--- config.mk ---
export PLATFORM = sky130hd
export DESIGN_NAME = pipe_stage_reg
export DESIGN_NICKNAME = d
export VERILOG_FILES = /design/src/rtl/pipe_pkg.sv /design/src/rtl/pipe_stage_reg.sv
export SDC_FILE = /design/constraint.sdc
export NUM_CORES = 1
export LEC_CHECK = 0
export BUFFER_PORTS_ARGS = -buffer_cell sky130_fd_sc_hd__buf_2
export CORE_MARGIN = 3
export CORE_UTILIZATION = 31
export CTS_CLUSTER_DIAMETER = 60
export DETAILED_ROUTE_END_ITERATION = 10
export PLACE_DENSITY_LB_ADDON = 0.15
export SYNTH_ARGS = -nofsm -noshare
export SYNTH_HDL_FRONTEND = slang
export SYNTH_SLANG_ARGS = --single-unit
--- constraint.sdc ---
create_clock -name clk -period 4.7 [get_ports clk]
set_clock_uncertainty 0.1 [all_clocks]
set_input_delay 0.47 -clock clk [delete_from_list [all_inputs] [get_ports clk]]
set_output_delay 0.47 -clock clk [all_outputs]
set_load 0.01 [all_outputs]
--- src/rtl/pipe_pkg.sv ---
// Shared pipeline definitions: exception codes, default PCs and exception code width.
package pipe_pkg;

  localparam int EXC_W = 5;

  localparam logic [EXC_W-1:0] EXC_NONE = 5'd0;
  localparam logic [EXC_W-1:0] EXC_INT  = 5'd0;
  localparam logic [EXC_W-1:0] EXC_ADEL = 5'd4;
  localparam logic [EXC_W-1:0] EXC_ADES = 5'd5;
  localparam logic [EXC_W-1:0] EXC_RI   = 5'd10;
  localparam logic [EXC_W-1:0] EXC_OV   = 5'd12;

  localparam logic [31:0] DEF_RESET_PC   = 32'h0000_3000;
  localparam logic [31:0] DEF_HANDLER_PC = 32'h0000_4180;

endpackage

--- src/rtl/pipe_stage_reg.sv ---
// Generic inter-stage pipeline register with stall hold, bubble flush, exception
// flush to the handler PC, oldest-exception merge and bubble/stall counters.
module pipe_stage_reg
  import pipe_pkg::*;
#(
  parameter int          DATA_W     = 128,
  parameter int          EXC_W      = pipe_pkg::EXC_W,
  parameter logic [31:0] RESET_PC   = DEF_RESET_PC,
  parameter logic [31:0] HANDLER_PC = DEF_HANDLER_PC,
  parameter int          CNT_W      = 32
) (
  input  logic              clk,
  input  logic              reset,
  input  logic              req,
  input  logic              flush,
  input  logic              stall,
  input  logic              valid_in,
  input  logic [DATA_W-1:0] data_in,
  input  logic [31:0]       pc4_in,
  input  logic [31:0]       pc8_in,
  input  logic [EXC_W-1:0]  exc_old_in,
  input  logic [EXC_W-1:0]  exc_new_in,
  input  logic              bd_in,
  output logic              valid_out,
  output logic [DATA_W-1:0] data_out,
  output logic [31:0]       pc4_out,
  output logic [31:0]       pc8_out,
  output logic [EXC_W-1:0]  exc_out,
  output logic              bd_out,
  output logic [CNT_W-1:0]  bubble_cnt,
  output logic [CNT_W-1:0]  stall_cnt
);

  localparam logic [CNT_W-1:0]  CNT_ONE  = {{(CNT_W-1){1'b0}}, 1'b1};
  localparam logic [CNT_W-1:0]  CNT_ZERO = {CNT_W{1'b0}};
  localparam logic [EXC_W-1:0]  EXC_ZERO = {EXC_W{1'b0}};
  localparam logic [DATA_W-1:0] DATA_ZERO = {DATA_W{1'b0}};

  // An exception raised in an earlier stage is older and therefore takes precedence.
  function automatic logic [EXC_W-1:0] oldest_exc(input logic [EXC_W-1:0] exc_old,
                                                  input logic [EXC_W-1:0] exc_new);
    if (exc_old != EXC_ZERO) begin
      return exc_old;
    end else begin
      return exc_new;
    end
  endfunction

  logic              valid_q,  valid_d;
  logic [DATA_W-1:0] data_q,   data_d;
  logic [31:0]       pc4_q,    pc4_d;
  logic [31:0]       pc8_q,    pc8_d;
  logic [EXC_W-1:0]  exc_q,    exc_d;
  logic              bd_q,     bd_d;
  logic [CNT_W-1:0]  bubble_q, bubble_d;
  logic [CNT_W-1:0]  stall_q,  stall_d;

  // Next-state selection in priority order req > flush > stall > load.
  always_comb begin
    valid_d  = valid_q;
    data_d   = data_q;
    pc4_d    = pc4_q;
    pc8_d    = pc8_q;
    exc_d    = exc_q;
    bd_d     = bd_q;
    bubble_d = bubble_q;
    stall_d  = stall_q;
    if (req) begin
      valid_d = 1'b0;
      data_d  = DATA_ZERO;
      exc_d   = EXC_ZERO;
      bd_d    = 1'b0;
      pc4_d   = HANDLER_PC + 32'd4;
      pc8_d   = HANDLER_PC + 32'd8;
    end else if (flush) begin
      // The bubble keeps its PCs so a later EPC computed from it stays meaningful.
      valid_d  = 1'b0;
      data_d   = DATA_ZERO;
      exc_d    = EXC_ZERO;
      bd_d     = 1'b0;
      pc4_d    = pc4_in;
      pc8_d    = pc8_in;
      bubble_d = bubble_q + CNT_ONE;
    end else if (stall) begin
      stall_d = stall_q + CNT_ONE;
    end else begin
      pc4_d = pc4_in;
      pc8_d = pc8_in;
      if (valid_in) begin
        valid_d = 1'b1;
        data_d  = data_in;
        exc_d   = oldest_exc(exc_old_in, exc_new_in);
        bd_d    = bd_in;
      end else begin
        valid_d  = 1'b0;
        data_d   = DATA_ZERO;
        exc_d    = EXC_ZERO;
        bd_d     = 1'b0;
        bubble_d = bubble_q + CNT_ONE;
      end
    end
  end

  // Stage state registers with synchronous reset.
  always_ff @(posedge clk) begin
    if (reset) begin
      valid_q  <= 1'b0;
      data_q   <= DATA_ZERO;
      pc4_q    <= RESET_PC + 32'd4;
      pc8_q    <= RESET_PC + 32'd8;
      exc_q    <= EXC_ZERO;
      bd_q     <= 1'b0;
      bubble_q <= CNT_ZERO;
      stall_q  <= CNT_ZERO;
    end else begin
      valid_q  <= valid_d;
      data_q   <= data_d;
      pc4_q    <= pc4_d;
      pc8_q    <= pc8_d;
      exc_q    <= exc_d;
      bd_q     <= bd_d;
      bubble_q <= bubble_d;
      stall_q  <= stall_d;
    end
  end

  assign valid_out  = valid_q;
  assign data_out   = data_q;
  assign pc4_out    = pc4_q;
  assign pc8_out    = pc8_q;
  assign exc_out    = exc_q;
  assign bd_out     = bd_q;
  assign bubble_cnt = bubble_q;
  assign stall_cnt  = stall_q;

endmodule

==> flow_summary.html, run 1 <==
<table>
<tr><th>Metric</th><th>Value</th></tr>
<tr><th colspan="2">STA</th></tr>
<tr><td>Setup WS post-layout</td><td>2.19 ns</td></tr>
<tr><td>Max Fclk</td><td>0.399 GHz</td></tr>
<tr><td>Relative slew slack</td><td>0.289</td></tr>
<tr><td>Hold violation count in the final report</td><td>0</td></tr>
<tr><td>Fin crit share</td><td>0.534</td></tr>
<tr><td>Total setup violations reported at the end of the flow</td><td>0</td></tr>
<tr><td>Setup repair after global routing missed its margin</td><td>false</td></tr>
<tr><td>Worst hold slack</td><td>0.0364 ns</td></tr>
<tr><td>Clock period minus worst slack</td><td>2.51 ns</td></tr>
<tr><td>Slew at the pin closest to its max-slew limit</td><td>1.07 ns</td></tr>
<tr><td>Sum of negative setup slack</td><td>0 ns</td></tr>
<tr><td>Count of pins over their slew limit</td><td>0</td></tr>
<tr><th colspan="2">Clock tree</th></tr>
<tr><td>CTS root buf</td><td>clkbuf_16</td></tr>
<tr><td>TritonCTS buffer count</td><td>31</td></tr>
<tr><td># clock sinks</td><td>263</td></tr>
<tr><td>CTS tree</td><td>built</td></tr>
<tr><td>Worst-skew pair later-pin latency</td><td>0.55 ns</td></tr>
<tr><td>Hold-fix buffers at CTS</td><td>0</td></tr>
<tr><td>Buffer depth of the longest clock path</td><td>3</td></tr>
<tr><td>CTS clock-pin slew for the worst setup and hold paths</td><td>0.06 ns</td></tr>
<tr><td>Total setup buffers inserted after CTS</td><td>0</td></tr>
<tr><td>Post-cts repair resize count</td><td>0</td></tr>
<tr><td>H-tree depth reported by CTS</td><td>1</td></tr>
<tr><th colspan="2">Drt</th></tr>
<tr><td>Remaining DRCs</td><td>0</td></tr>
<tr><td>DRC marker count from the first detailed-route iteration</td><td>610</td></tr>
<tr><td>1st-pass router iterations</td><td>4</td></tr>
<tr><td>Average wire per standard cell</td><td>18.5 um</td></tr>
<tr><td>Post-detailed-route count of antenna-violating nets</td><td>0</td></tr>
<tr><td>Vias</td><td>9813</td></tr>
<tr><td>Total Routed Length</td><td>36300 um</td></tr>
<tr><td>Vias per cell</td><td>5.00</td></tr>
<tr><th colspan="2">Global routing</th></tr>
<tr><td>Number of antenna violations at the first check in global routing</td><td>16</td></tr>
<tr><td>Global routing usage summed across all routing layers</td><td>0.198</td></tr>
<tr><td>Maximum number of pins on one net before global-route repair</td><td>99</td></tr>
<tr><td>Global-route wire length before repair</td><td>53600 um</td></tr>
<tr><td>Residual overflow from global routing</td><td>0</td></tr>
<tr><td>Number of global-route vias before repair</td><td>9225</td></tr>
<tr><th colspan="2">Layout</th></tr>
<tr><td>Final non-filler cell total</td><td>1962</td></tr>
<tr><td>Count of nets after finishing</td><td>1748</td></tr>
<tr><td>Growth of design area from synthesis to finish</td><td>38.1%</td></tr>
<tr><td>Register area</td><td>5270 um2</td></tr>
<tr><td>Ratio of cells with drive above 1 in the final layout</td><td>0.351</td></tr>
<tr><td>Most common cell after layout, fill and taps aside</td><td>buf_2</td></tr>
<tr><td>Most used cells in the layout excluding fill and tap cells</td><td>470 x buf_2, 263 x dfxtp_1, 159 x nor2_1</td></tr>
<tr><td>Count of fill cells added during filler insertion</td><td>3141</td></tr>
<tr><td>Multi-input gate area in the final layout</td><td>4190 um2</td></tr>
<tr><th colspan="2">Synthesis</th></tr>
<tr><td>Number of enable flip-flop cells after synthesis</td><td>0</td></tr>
<tr><td>Share of flip-flops with an asynchronous set or reset after synthesis</td><td>0</td></tr>
<tr><td>Top flip-flop cell by instance count after synthesis</td><td>dfxtp_1</td></tr>
<tr><td>Mapped Avg Cell Area</td><td>8.81 um2</td></tr>
<tr><td>Cell area after synthesis</td><td>9810 um2</td></tr>
<tr><td>Number of register bits inferred by synthesis</td><td>263</td></tr>
<tr><td>Sequential fraction of the synthesis area</td><td>0.537</td></tr>
<tr><td>Unique masters post-synth</td><td>39</td></tr>
<tr><td>Post-synthesis net count</td><td>1324</td></tr>
<tr><td>Cell count after synthesis</td><td>1113</td></tr>
<tr><td>Yosys synthesis warning count</td><td>0</td></tr>
<tr><th colspan="2">Die</th></tr>
<tr><td>Area inside the core boundary</td><td>30900 um2</td></tr>
<tr><td>Die span in y</td><td>184 um</td></tr>
<tr><td>Die footprint</td><td>33800 um2</td></tr>
<tr><td>Starting density of the core</td><td>0.317</td></tr>
<tr><td>Die width</td><td>184 um</td></tr>
<tr><td>I/O pin count</td><td>472</td></tr>
<tr><td>Row count</td><td>64</td></tr>
<tr><th colspan="2">Worst setup path</th></tr>
<tr><td>Required arrival time at the worst endpoint</td><td>5.07 ns</td></tr>
<tr><td>Maximum cell stage delay along the critical path</td><td>0.71 ns</td></tr>
<tr><td>Category of the most critical setup path</td><td>register to register</td></tr>
<tr><td>Slowest stage cell on the critical path</td><td>or4_1</td></tr>
<tr><td>Endpoint type of the worst setup path</td><td>register</td></tr>
<tr><td>Peak fanout along the critical path</td><td>19</td></tr>
<tr><td>Type of element launching the critical path</td><td>register</td></tr>
<tr><td>Sum of buffers and inverters on the critical path</td><td>0</td></tr>
<tr><td>Cell-by-cell trace of the critical path</td><td>and4_1 -&gt; nand4_1 -&gt; or4_1 -&gt; a21oi_1</td></tr>
<tr><td>Gate family responsible for the most delay along the worst path</td><td>simple AND/OR/NAND/NOR gates</td></tr>
<tr><td>Arrival time worst endpoint</td><td>2.88 ns</td></tr>
<tr><th colspan="2">Power and ir drop</th></tr>
<tr><td>Relative contribution of sequential cells to total power</td><td>0.440</td></tr>
<tr><td>Internal power of the cells</td><td>0.00401 W</td></tr>
<tr><td>Power spent charging and discharging nets</td><td>0.00120 W</td></tr>
<tr><td>Power per cell area</td><td>385 nW/um2</td></tr>
<tr><td>Comb pwr share</td><td>0.068</td></tr>
<tr><td>Part of the total power dissipated in the clock network</td><td>0.493</td></tr>
<tr><td>Switching share of total power</td><td>0.230</td></tr>
<tr><td>Leakage power total</td><td>6.03 nW</td></tr>
<tr><td>Total Power</td><td>0.00521 W</td></tr>
<tr><td>Peak supply drop</td><td>0.230 mV</td></tr>
<tr><th colspan="2">Flow run</th></tr>
<tr><td>Max capacitance violation total</td><td>0</td></tr>
<tr><th colspan="2">Place</th></tr>
<tr><td>Placer Congestion</td><td>0.845</td></tr>
<tr><td>Post-Place Setup Slack</td><td>1.75 ns</td></tr>
<tr><td>Detail Placement HPWL</td><td>25800 um</td></tr>
<tr><td>Cells after DPL</td><td>1900</td></tr>
<tr><td>Number of buffers inserted by port buffering</td><td>471</td></tr>
<tr><th colspan="2">Outcome</th></tr>
<tr><td>Run status</td><td>finished, final reports clean</td></tr>
<tr><th colspan="2">Hold path</th></tr>
<tr><td>Class of the tightest hold or removal check</td><td>input port to register</td></tr>
</table>
## path summary, 6_finish.rpt
| kind | start | end | slack, ns | depth (start not counted) |
|---|---|---|---|---|
| worst max-delay path | stall_cnt[4]$_SDFFE_PP0P_ | stall_cnt[24]$_SDFFE_PP0P_ | 2.19 | 4 |
| worst min-delay path | pc8_in[3] | pc8_out[3]$_SDFFE_PP1P_ | 0.04 | 3 |
| worst max register to register | stall_cnt[4]$_SDFFE_PP0P_ | stall_cnt[24]$_SDFFE_PP0P_ | 2.19 | 4 |
| worst min register to register | pc8_out[5]$_SDFFE_PP0P_ | pc8_out[5]$_SDFFE_PP0P_ | 0.35 | 2 |
## cells by family (layout without fill, tap and decap cells)
family / after synthesis / after routing / synth area share
adder cells (fa/ha/maj): 2 / 2 / 0.00255
multiplexers: 11 / 11 / 0.0121
other: 0 / 7 / 0
flip-flops: 263 / 263 / 0.537
buffers and inverters: 98 / 544 / 0.0384
XOR/XNOR: 17 / 17 / 0.0152
AND/OR/NAND/NOR: 439 / 439 / 0.207
AO/OA/AOI/OAI: 283 / 283 / 0.187
## final cells by class
cell class / instances / area share
multi-input combinational: 752 / 0.309
antenna: 7 / 0.00129
sequential: 263 / 0.389
clock inverter: 17 / 0.0188
tap: 396 / 0.0366
clock buffer: 38 / 0.0622
timing repair buffer: 479 / 0.180
inverter: 10 / 0.00277
## tightest hold or removal path: cells and delay by family
kind / cells / cell delay (ns)
buffers and inverters: 1 / 0.07
AND/OR/NAND/NOR: 2 / 0.11
## metal layers
| metal | GRT usage | share of wire | vias to the layer above |
|---|---|---|---|
| li1 | - | - | 4801 |
| met1 | 0.251 | 0.41 | 4592 |
| met2 | 0.323 | 0.47 | 329 |
| met3 | 0.0675 | 0.088 | 75 |
| met4 | 0.0562 | 0.027 | 16 |
| met5 | 0 | 0.0030 | - |
## power groups by stage
stage          registers [W]  logic (W)  clock network (W)
3_3_place_gp         0.00234   0.000352                  0
2_1_floorplan        0.00236   0.000152                  0
4_1_cts              0.00229   0.000355            0.00263
3_5_place_dp         0.00234   0.000355                  0
6_report             0.00229   0.000352            0.00257
5_1_grt              0.00229   0.000388            0.00272
## registers in the layout, indices dropped and copies added (netlist names)
register and cells:
bubble_cnt 32, stall_cnt 32, pc4_out 32, exc_out 5, pc8_out 32, bd_out 1
valid_out 1, data_out 128
## stage by stage
step	area (um2)	utilization
floorplan	9810	-
global placement	12400	0.402
detailed placement	12400	0.402
CTS	13500	0.438
global route	13500	0.438
finish	13500	0.438
## synth_stat cells, types with 11 or more instances
library cell	n	area [um2]
dfxtp_1	263	5270
nor2_1	159	597
nand2_1	148	556
a22oi_1	129	968
a21oi_1	97	485
clkbuf_1	80	300
or4_1	31	233
o31ai_1	27	203
nand3_1	26	130
o21ai_0	17	85.1
nand4_1	15	93.8
and4_1	12	105
or3_1	11	68.8
Power figures use the tool's default switching activity.
==> run 2, diff against run 1 <==
clock period = 2.2 ns   (was 4.7 ns; I/O delays follow)
==> run 2 against run 1 <==
Effect of this change: wire length up 6.2%; first-iteration DRC count down 16%; design area up 17%; via count up 11%; flip-flop and latch count unchanged; setup slack worse by 2.1 ns; fmax up 22%; critical endpoint is now bubble_cnt[23]$_SDFFE_PP0P_; sequential power up 110%.
==> flow_summary.html, run 2 (synthesis gave the netlist of run 1 again) <==
<table>
<tr><th>Metric</th><th>Value</th></tr>
<tr><th colspan="2">Drt</th></tr>
<tr><td>Average wire per standard cell</td><td>17.6 um (-5.1%)</td></tr>
<tr><td>Remaining DRCs</td><td>0 (unchanged)</td></tr>
<tr><td>DRC marker count from the first detailed-route iteration</td><td>515 (-16%)</td></tr>
<tr><td>Vias</td><td>10900 (+11%)</td></tr>
<tr><td>Vias per cell</td><td>4.94 (-1.2%)</td></tr>
<tr><td>Total Routed Length</td><td>38600 um (+6.2%)</td></tr>
<tr><td>1st-pass router iterations</td><td>5 (+1)</td></tr>
<tr><td>Post-detailed-route count of antenna-violating nets</td><td>0 (unchanged)</td></tr>
<tr><th colspan="2">Clock tree</th></tr>
<tr><td>CTS tree</td><td>built</td></tr>
<tr><td>CTS clock-pin slew for the worst setup and hold paths</td><td>0.06 ns (about the same)</td></tr>
<tr><td>H-tree depth reported by CTS</td><td>1 (unchanged)</td></tr>
<tr><td># clock sinks</td><td>263 (unchanged)</td></tr>
<tr><td>TritonCTS buffer count</td><td>31 (unchanged)</td></tr>
<tr><td>Buffer depth of the longest clock path</td><td>3 (unchanged)</td></tr>
<tr><td>Worst-skew pair later-pin latency</td><td>0.56 ns (about the same)</td></tr>
<tr><td>CTS root buf</td><td>clkbuf_16</td></tr>
<tr><th colspan="2">Worst setup path</th></tr>
<tr><td>Arrival time worst endpoint</td><td>2.43 ns (-0.45 ns)</td></tr>
<tr><td>Type of element launching the critical path</td><td>register</td></tr>
<tr><td>Startpoint of the lowest-slack register-to-register path</td><td>bubble_cnt[8]$_SDFFE_PP0P_</td></tr>
<tr><td>Category of the most critical setup path</td><td>register to register</td></tr>
<tr><td>Peak fanout along the critical path</td><td>27 (+8)</td></tr>
<tr><td>Worst setup path start</td><td>bubble_cnt[8]$_SDFFE_PP0P_</td></tr>
<tr><td>Required arrival time at the worst endpoint</td><td>2.57 ns (-2.50 ns)</td></tr>
<tr><td>Endpoint type of the worst setup path</td><td>register</td></tr>
<tr><td>R2R cell count</td><td>5 (+1)</td></tr>
<tr><th colspan="2">Layout</th></tr>
<tr><td>Max reg flops</td><td>128 (unchanged)</td></tr>
<tr><td>Layout Utilization</td><td>0.513 (+0.0743)</td></tr>
<tr><td>Ratio of cells with drive above 1 in the final layout</td><td>0.325 (-0.0261)</td></tr>
<tr><td>Growth of design area from synthesis to finish</td><td>61.5%</td></tr>
<tr><td>Count of nets after finishing</td><td>1985 (+14%)</td></tr>
<tr><td>Most used cells in the layout excluding fill and tap cells</td><td>470 x buf_2, 263 x dfxtp_1, 201 x dlygate4sd3_1</td></tr>
<tr><td>Most common cell after layout, fill and taps aside</td><td>buf_2</td></tr>
<tr><th colspan="2">Power and ir drop</th></tr>
<tr><td>Total Power</td><td>0.0111 W (+110%)</td></tr>
<tr><td>Peak supply drop</td><td>0.594 mV (+160%)</td></tr>
<tr><td>Leakage power total</td><td>7.05 nW (+17%)</td></tr>
<tr><td>Power per cell area</td><td>703 nW/um2 (+83%)</td></tr>
<tr><th colspan="2">STA</th></tr>
<tr><td>Relative slew slack</td><td>0.290 (+0.000803)</td></tr>
<tr><td>Sum of negative setup slack</td><td>0 ns (unchanged)</td></tr>
<tr><td>Hold violation count in the final report</td><td>0 (unchanged)</td></tr>
<tr><td>Total setup violations reported at the end of the flow</td><td>0 (unchanged)</td></tr>
<tr><td>Slew at the pin closest to its max-slew limit</td><td>1.07 ns (-0.00120 ns)</td></tr>
<tr><td>Count of pins over their slew limit</td><td>0 (unchanged)</td></tr>
<tr><td>Setup WS post-layout</td><td>0.139 ns (-2.05 ns)</td></tr>
<tr><td>Setup repair after global routing missed its margin</td><td>false</td></tr>
<tr><td>Max Fclk</td><td>0.485 GHz (+22%)</td></tr>
<tr><td>Clock period minus worst slack</td><td>2.06 ns (-0.448 ns)</td></tr>
<tr><td>Fin crit share</td><td>0.937 (+0.403)</td></tr>
<tr><th colspan="2">Place</th></tr>
<tr><td>Number of buffers inserted by port buffering</td><td>471 (unchanged)</td></tr>
<tr><td>Post-Place Setup Slack</td><td>0.0918 ns (-1.66 ns)</td></tr>
<tr><td>Detail Placement HPWL</td><td>26200 um (+1.6%)</td></tr>
<tr><td>Placer Congestion</td><td>0.807 (-4.5%)</td></tr>
<tr><th colspan="2">Hold path</th></tr>
<tr><td>Class of the tightest hold or removal check</td><td>input port to register</td></tr>
<tr><td>Critical hold path startpoint</td><td>exc_new_in[1]</td></tr>
<tr><td>Number of stages on the worst hold path</td><td>4 (+1)</td></tr>
<tr><th colspan="2">Die</th></tr>
<tr><td>I/O pin count</td><td>472 (unchanged)</td></tr>
<tr><td>Die span in y</td><td>184 um (unchanged)</td></tr>
<tr><td>Starting density of the core</td><td>0.317 (unchanged)</td></tr>
<tr><td>Die footprint</td><td>33800 um2 (unchanged)</td></tr>
<tr><td>Area inside the core boundary</td><td>30900 um2 (unchanged)</td></tr>
<tr><td>Die width</td><td>184 um (unchanged)</td></tr>
<tr><td>Row count</td><td>64 (unchanged)</td></tr>
<tr><th colspan="2">Flow run</th></tr>
<tr><td>Max capacitance violation total</td><td>0 (unchanged)</td></tr>
<tr><th colspan="2">Global routing</th></tr>
<tr><td>Residual overflow from global routing</td><td>0 (unchanged)</td></tr>
<tr><td>Number of antenna violations at the first check in global routing</td><td>2 (-14)</td></tr>
<tr><td>Maximum number of pins on one net before global-route repair</td><td>137 (+38%)</td></tr>
<tr><td>Global routing usage summed across all routing layers</td><td>0.213 (+0.0148)</td></tr>
<tr><td>Global-route wire length before repair</td><td>58900 um (+9.8%)</td></tr>
<tr><td>Number of global-route vias before repair</td><td>10700 (+16%)</td></tr>
<tr><th colspan="2">Outcome</th></tr>
<tr><td>Run status</td><td>finished, final reports clean</td></tr>
</table>
## run 2: cell types whose count changed in the layout (fill, tap and decap cells not counted), moves of 3 or more
cell           change
buf_12             +6
dlygate4sd3_1    +201
bufinv_16          -4
buf_4             +30
clkbuf_1           +3
diode_2            -5
clkbuf_8           +4
inv_6              +3
## run 2: layout make-up
| type | instances | area [um2] |
|---|---|---|
| Timing Repair Buffer | 716 | 4800 |
| Sequential cell | 263 | 5270 |
| Clock buffer | 45 | 908 |
| Antenna cell | 2 | 5.00 |
| Inverter | 10 | 37.5 |
| Tap cell | 396 | 495 |
| Fill cell | 2896 | 15100 |
| Clock inverter | 12 | 129 |
| Multi-Input combinational cell | 752 | 4200 |
## run 2: per-stage QoR
step / instance area [um2] / hold WS (ns) / std cells
2_1_floorplan: 9810 / 0.243 / 1113
3_3_place_gp: 12800 / 0.336 / 1936
3_5_place_dp: 12800 / 0.340 / 1936
4_1_cts: 15800 / 0.000605 / 2194
5_1_grt: 15800 / 0.0247 / 2195
6_report: 15800 / 0.00886 / 2196
## run 2: worst paths after layout
path	end	slack [ns]
setup / recovery	bubble_cnt[23]$_SDFFE_PP0P_	0.14
hold / removal	exc_out[1]$_SDFFE_PP0N_	0.009
setup reg to reg	bubble_cnt[23]$_SDFFE_PP0P_	0.14
hold reg to reg	pc8_out[5]$_SDFFE_PP0P_	0.35
## run 2: worst max-delay path: stages (launching register included)
cell and delay, ns:
dfxtp_1 0.38, nand4_1 0.10, or4_1 0.51, buf_4 0.23, or4_1 0.51, a21oi_1 0.15
## run 2: metal layers
layer / wire (um) / track usage
met3: 2420 / 0.0499
met1: 16100 / 0.267
met2: 18700 / 0.361
met4: 1440 / 0.0717
met5: 0 / 0
## run 2: repair_timing
item | in CTS | in global routing
setup buffers | 0 | 0
hold endpoints to repair | 198 | 0
hold buffers | 201 | 0
resized for setup | 0 | 2
endpoints found under the setup margin | 0 | 2
## run 2: report_power, final
group,internal (W),switching [W],leakage [nW]
combinational,0.000566,0.000520,4.40
clock,0.00310,0.00207,0.517
sequential,0.00485,0.0000430,2.13
total,0.00852,0.00263,7.05
==> run 3, diff against run 2 <==
CTS_BUF_LIST = sky130_fd_sc_hd__clkbuf_4 sky130_fd_sc_hd__clkbuf_8   (was default)
==> run 3 against run 2 <==
Effect of this change: fmax decreased by 0.22%; setup slack got worse by 0.0045 ns; final cell count increased by 1.1%; power decreased by 2.5%.
==> flow_summary.html, run 3 (synthesis gave the netlist of run 1 again) <==
<table>
<tr><th>Metric</th><th>Value</th></tr>
<tr><th colspan="2">STA</th></tr>
<tr><td>Total setup violations reported at the end of the flow</td><td>0 (unchanged)</td></tr>
<tr><td>Slew at the pin closest to its max-slew limit</td><td>1.09 ns (+0.0226 ns)</td></tr>
<tr><td>Clock period minus worst slack</td><td>2.07 ns (+0.00454 ns)</td></tr>
<tr><td>Worst hold slack</td><td>0.0437 ns (+0.0349 ns)</td></tr>
<tr><td>Count of pins over their slew limit</td><td>0 (unchanged)</td></tr>
<tr><td>Setup repair after global routing missed its margin</td><td>false</td></tr>
<tr><td>Max Fclk</td><td>0.484 GHz (-0.22%)</td></tr>
<tr><td>Relative slew slack</td><td>0.275 (-0.0151)</td></tr>
<tr><td>Fin crit share</td><td>0.939 (+0.00206)</td></tr>
<tr><td>Sum of negative setup slack</td><td>0 ns (unchanged)</td></tr>
<tr><td>Hold violation count in the final report</td><td>0 (unchanged)</td></tr>
<tr><th colspan="2">Die</th></tr>
<tr><td>Die width</td><td>184 um (unchanged)</td></tr>
<tr><td>Die footprint</td><td>33800 um2 (unchanged)</td></tr>
<tr><td>Starting density of the core</td><td>0.317 (unchanged)</td></tr>
<tr><td>Row count</td><td>64 (unchanged)</td></tr>
<tr><td>I/O pin count</td><td>472 (unchanged)</td></tr>
<tr><td>Area inside the core boundary</td><td>30900 um2 (unchanged)</td></tr>
<tr><td>Die span in y</td><td>184 um (unchanged)</td></tr>
<tr><th colspan="2">Global routing</th></tr>
<tr><td>Number of global-route vias before repair</td><td>10700 (+0.52%)</td></tr>
<tr><td>Residual overflow from global routing</td><td>0 (unchanged)</td></tr>
<tr><td>Global routing usage summed across all routing layers</td><td>0.214 (+0.00117)</td></tr>
<tr><td>Global-route wire length before repair</td><td>58700 um (-0.32%)</td></tr>
<tr><td>Number of antenna violations at the first check in global routing</td><td>1 (-1)</td></tr>
<tr><td>Maximum number of pins on one net before global-route repair</td><td>137 (unchanged)</td></tr>
<tr><th colspan="2">Drt</th></tr>
<tr><td>Total Routed Length</td><td>38700 um (+0.18%)</td></tr>
<tr><td>Average wire per standard cell</td><td>17.4 um (-0.95%)</td></tr>
<tr><td>Highest layer used for signal routing</td><td>met4</td></tr>
<tr><td>Routed met2 length</td><td>18200 um (-2.3%)</td></tr>
<tr><td>Post-detailed-route count of antenna-violating nets</td><td>0 (unchanged)</td></tr>
<tr><td>Met3 layer wire length in the routed design</td><td>2730 um (+13%)</td></tr>
<tr><td>Vias per cell</td><td>4.95 (about the same)</td></tr>
<tr><td>Vias</td><td>11000 (+1.2%)</td></tr>
<tr><td>Wire length on met1</td><td>16000 um (-0.35%)</td></tr>
<tr><td>DRC marker count from the first detailed-route iteration</td><td>545 (+5.8%)</td></tr>
<tr><td>Remaining DRCs</td><td>0 (unchanged)</td></tr>
<tr><td>1st-pass router iterations</td><td>5 (unchanged)</td></tr>
<tr><th colspan="2">Outcome</th></tr>
<tr><td>Run status</td><td>finished, final reports clean</td></tr>
<tr><th colspan="2">Worst setup path</th></tr>
<tr><td>Arrival time worst endpoint</td><td>2.43 ns (about the same)</td></tr>
<tr><td>Category of the most critical setup path</td><td>register to register</td></tr>
<tr><td>Required arrival time at the worst endpoint</td><td>2.57 ns (about the same)</td></tr>
<tr><td>Peak fanout along the critical path</td><td>27 (unchanged)</td></tr>
<tr><td>Type of element launching the critical path</td><td>register</td></tr>
<tr><td>Endpoint type of the worst setup path</td><td>register</td></tr>
<tr><td>R2R cell count</td><td>5 (unchanged)</td></tr>
<tr><th colspan="2">Clock tree</th></tr>
<tr><td>Total setup buffers inserted after CTS</td><td>0 (unchanged)</td></tr>
<tr><td>CTS clock-pin slew for the worst setup and hold paths</td><td>0.06 ns (about the same)</td></tr>
<tr><td>Buffer depth of the longest clock path</td><td>3 (unchanged)</td></tr>
<tr><td>Worst-skew pair later-pin latency</td><td>0.54 ns (-0.02 ns)</td></tr>
<tr><td>CTS root buf</td><td>clkbuf_8</td></tr>
<tr><td>TritonCTS buffer count</td><td>47 (+52%)</td></tr>
<tr><td># clock sinks</td><td>263 (unchanged)</td></tr>
<tr><td>CTS tree</td><td>built</td></tr>
<tr><td>H-tree depth reported by CTS</td><td>2 (+1)</td></tr>
<tr><th colspan="2">Place</th></tr>
<tr><td>Number of buffers inserted by port buffering</td><td>471 (unchanged)</td></tr>
<tr><td>Detail Placement HPWL</td><td>26200 um (unchanged)</td></tr>
<tr><td>Placer Congestion</td><td>0.807 (unchanged)</td></tr>
<tr><th colspan="2">Layout</th></tr>
<tr><td>Growth of design area from synthesis to finish</td><td>61.5% (about the same)</td></tr>
<tr><td>Ratio of cells with drive above 1 in the final layout</td><td>0.338 (+0.0129)</td></tr>
<tr><td>Most used cells in the layout excluding fill and tap cells</td><td>470 x buf_2, 263 x dfxtp_1, 202 x dlygate4sd3_1</td></tr>
<tr><td>Max reg flops</td><td>128 (unchanged)</td></tr>
<tr><td>Most common cell after layout, fill and taps aside</td><td>buf_2</td></tr>
<tr><td>Count of nets after finishing</td><td>2002 (+0.86%)</td></tr>
<tr><th colspan="2">Power and ir drop</th></tr>
<tr><td>Peak supply drop</td><td>0.512 mV (-14%)</td></tr>
<tr><td>Relative contribution of sequential cells to total power</td><td>0.450 (+0.011)</td></tr>
<tr><td>Switching share of total power</td><td>0.236 (+0.000597)</td></tr>
<tr><td>Part of the total power dissipated in the clock network</td><td>0.450 (-0.014)</td></tr>
<tr><td>Power spent charging and discharging nets</td><td>0.00257 W (-2.2%)</td></tr>
<tr><td>Internal power of the cells</td><td>0.00830 W (-2.6%)</td></tr>
<tr><td>Power per cell area</td><td>686 nW/um2 (-2.5%)</td></tr>
<tr><td>Comb pwr share</td><td>0.100 (+0.003)</td></tr>
<tr><td>Leakage power total</td><td>7.08 nW (+0.45%)</td></tr>
<tr><th colspan="2">Hold path</th></tr>
<tr><td>Class of the tightest hold or removal check</td><td>input port to register</td></tr>
<tr><td>Number of stages on the worst hold path</td><td>4 (unchanged)</td></tr>
<tr><th colspan="2">Flow run</th></tr>
<tr><td>Max capacitance violation total</td><td>0 (unchanged)</td></tr>
</table>
run 3: final timing paths:
| kind | startpoint | endpoint | slack (ns) |
|---|---|---|---|
| setup / recovery | bubble_cnt[8]$_SDFFE_PP0P_ | bubble_cnt[24]$_SDFFE_PP0P_ | 0.13 |
| hold / removal | exc_new_in[1] | exc_out[1]$_SDFFE_PP0N_ | 0.04 |
| setup reg to reg | bubble_cnt[8]$_SDFFE_PP0P_ | bubble_cnt[24]$_SDFFE_PP0P_ | 0.13 |
| hold reg to reg | pc8_out[5]$_SDFFE_PP0P_ | pc8_out[5]$_SDFFE_PP0P_ | 0.35 |
run 3: what timing repair did:
item,4_1_cts,5_1_grt
hold endpoints to repair,198,0
hold buffers,202,0
setup endpoints to repair,0,2
resized for setup,0,3
run 3: critical path, cell delays in order (launching register included):
cell and delay, ns:
dfxtp_1 0.37, nand4_1 0.10, or4_1 0.51, buf_4 0.23, or4_1 0.52, a21oi_1 0.15
run 3: cell type report:
class,instances,area [um2]
Clock inverter,5,56.3
Antenna cell,1,2.50
Sequential cell,263,5270
Tap cell,396,495
Inverter,10,37.5
Fill cell,2917,15100
Timing Repair Buffer,717,4810
Multi-Input combinational cell,752,4210
Clock buffer,77,966
run 3: power groups by stage:
stage	logic [W]	clock network [W]	registers [W]
finish	0.00109	0.00489	0.00489
detailed placement	0.000791	0	0.00499
global route	0.00118	0.00527	0.00490
CTS	0.00108	0.00504	0.00489
global placement	0.000781	0	0.00499
floorplan	0.000325	0	0.00504
run 3: metrics by stage:
| step | cells | power (W) | worst slack [ns] | area, um2 | util |
|---|---|---|---|---|---|
| 2_1_floorplan | 1113 | 0.00536 | 0.145 | 9810 | - |
| 3_3_place_gp | 1936 | 0.00577 | 0.0972 | 12800 | 0.413 |
| 3_5_place_dp | 1936 | 0.00578 | 0.0918 | 12800 | 0.413 |
| 4_1_cts | 2220 | 0.0110 | 0.137 | 15800 | 0.512 |
| 5_1_grt | 2221 | 0.0113 | 0.0116 | 15800 | 0.512 |
| 6_report | 2221 | 0.0109 | 0.135 | 15800 | 0.512 |
run 3: routing by layer:
metal	track usage	vias up
li1	-	5326
met1	0.267	5140
met2	0.348	423
met3	0.0548	101
met4	0.100	0
met5	0	-
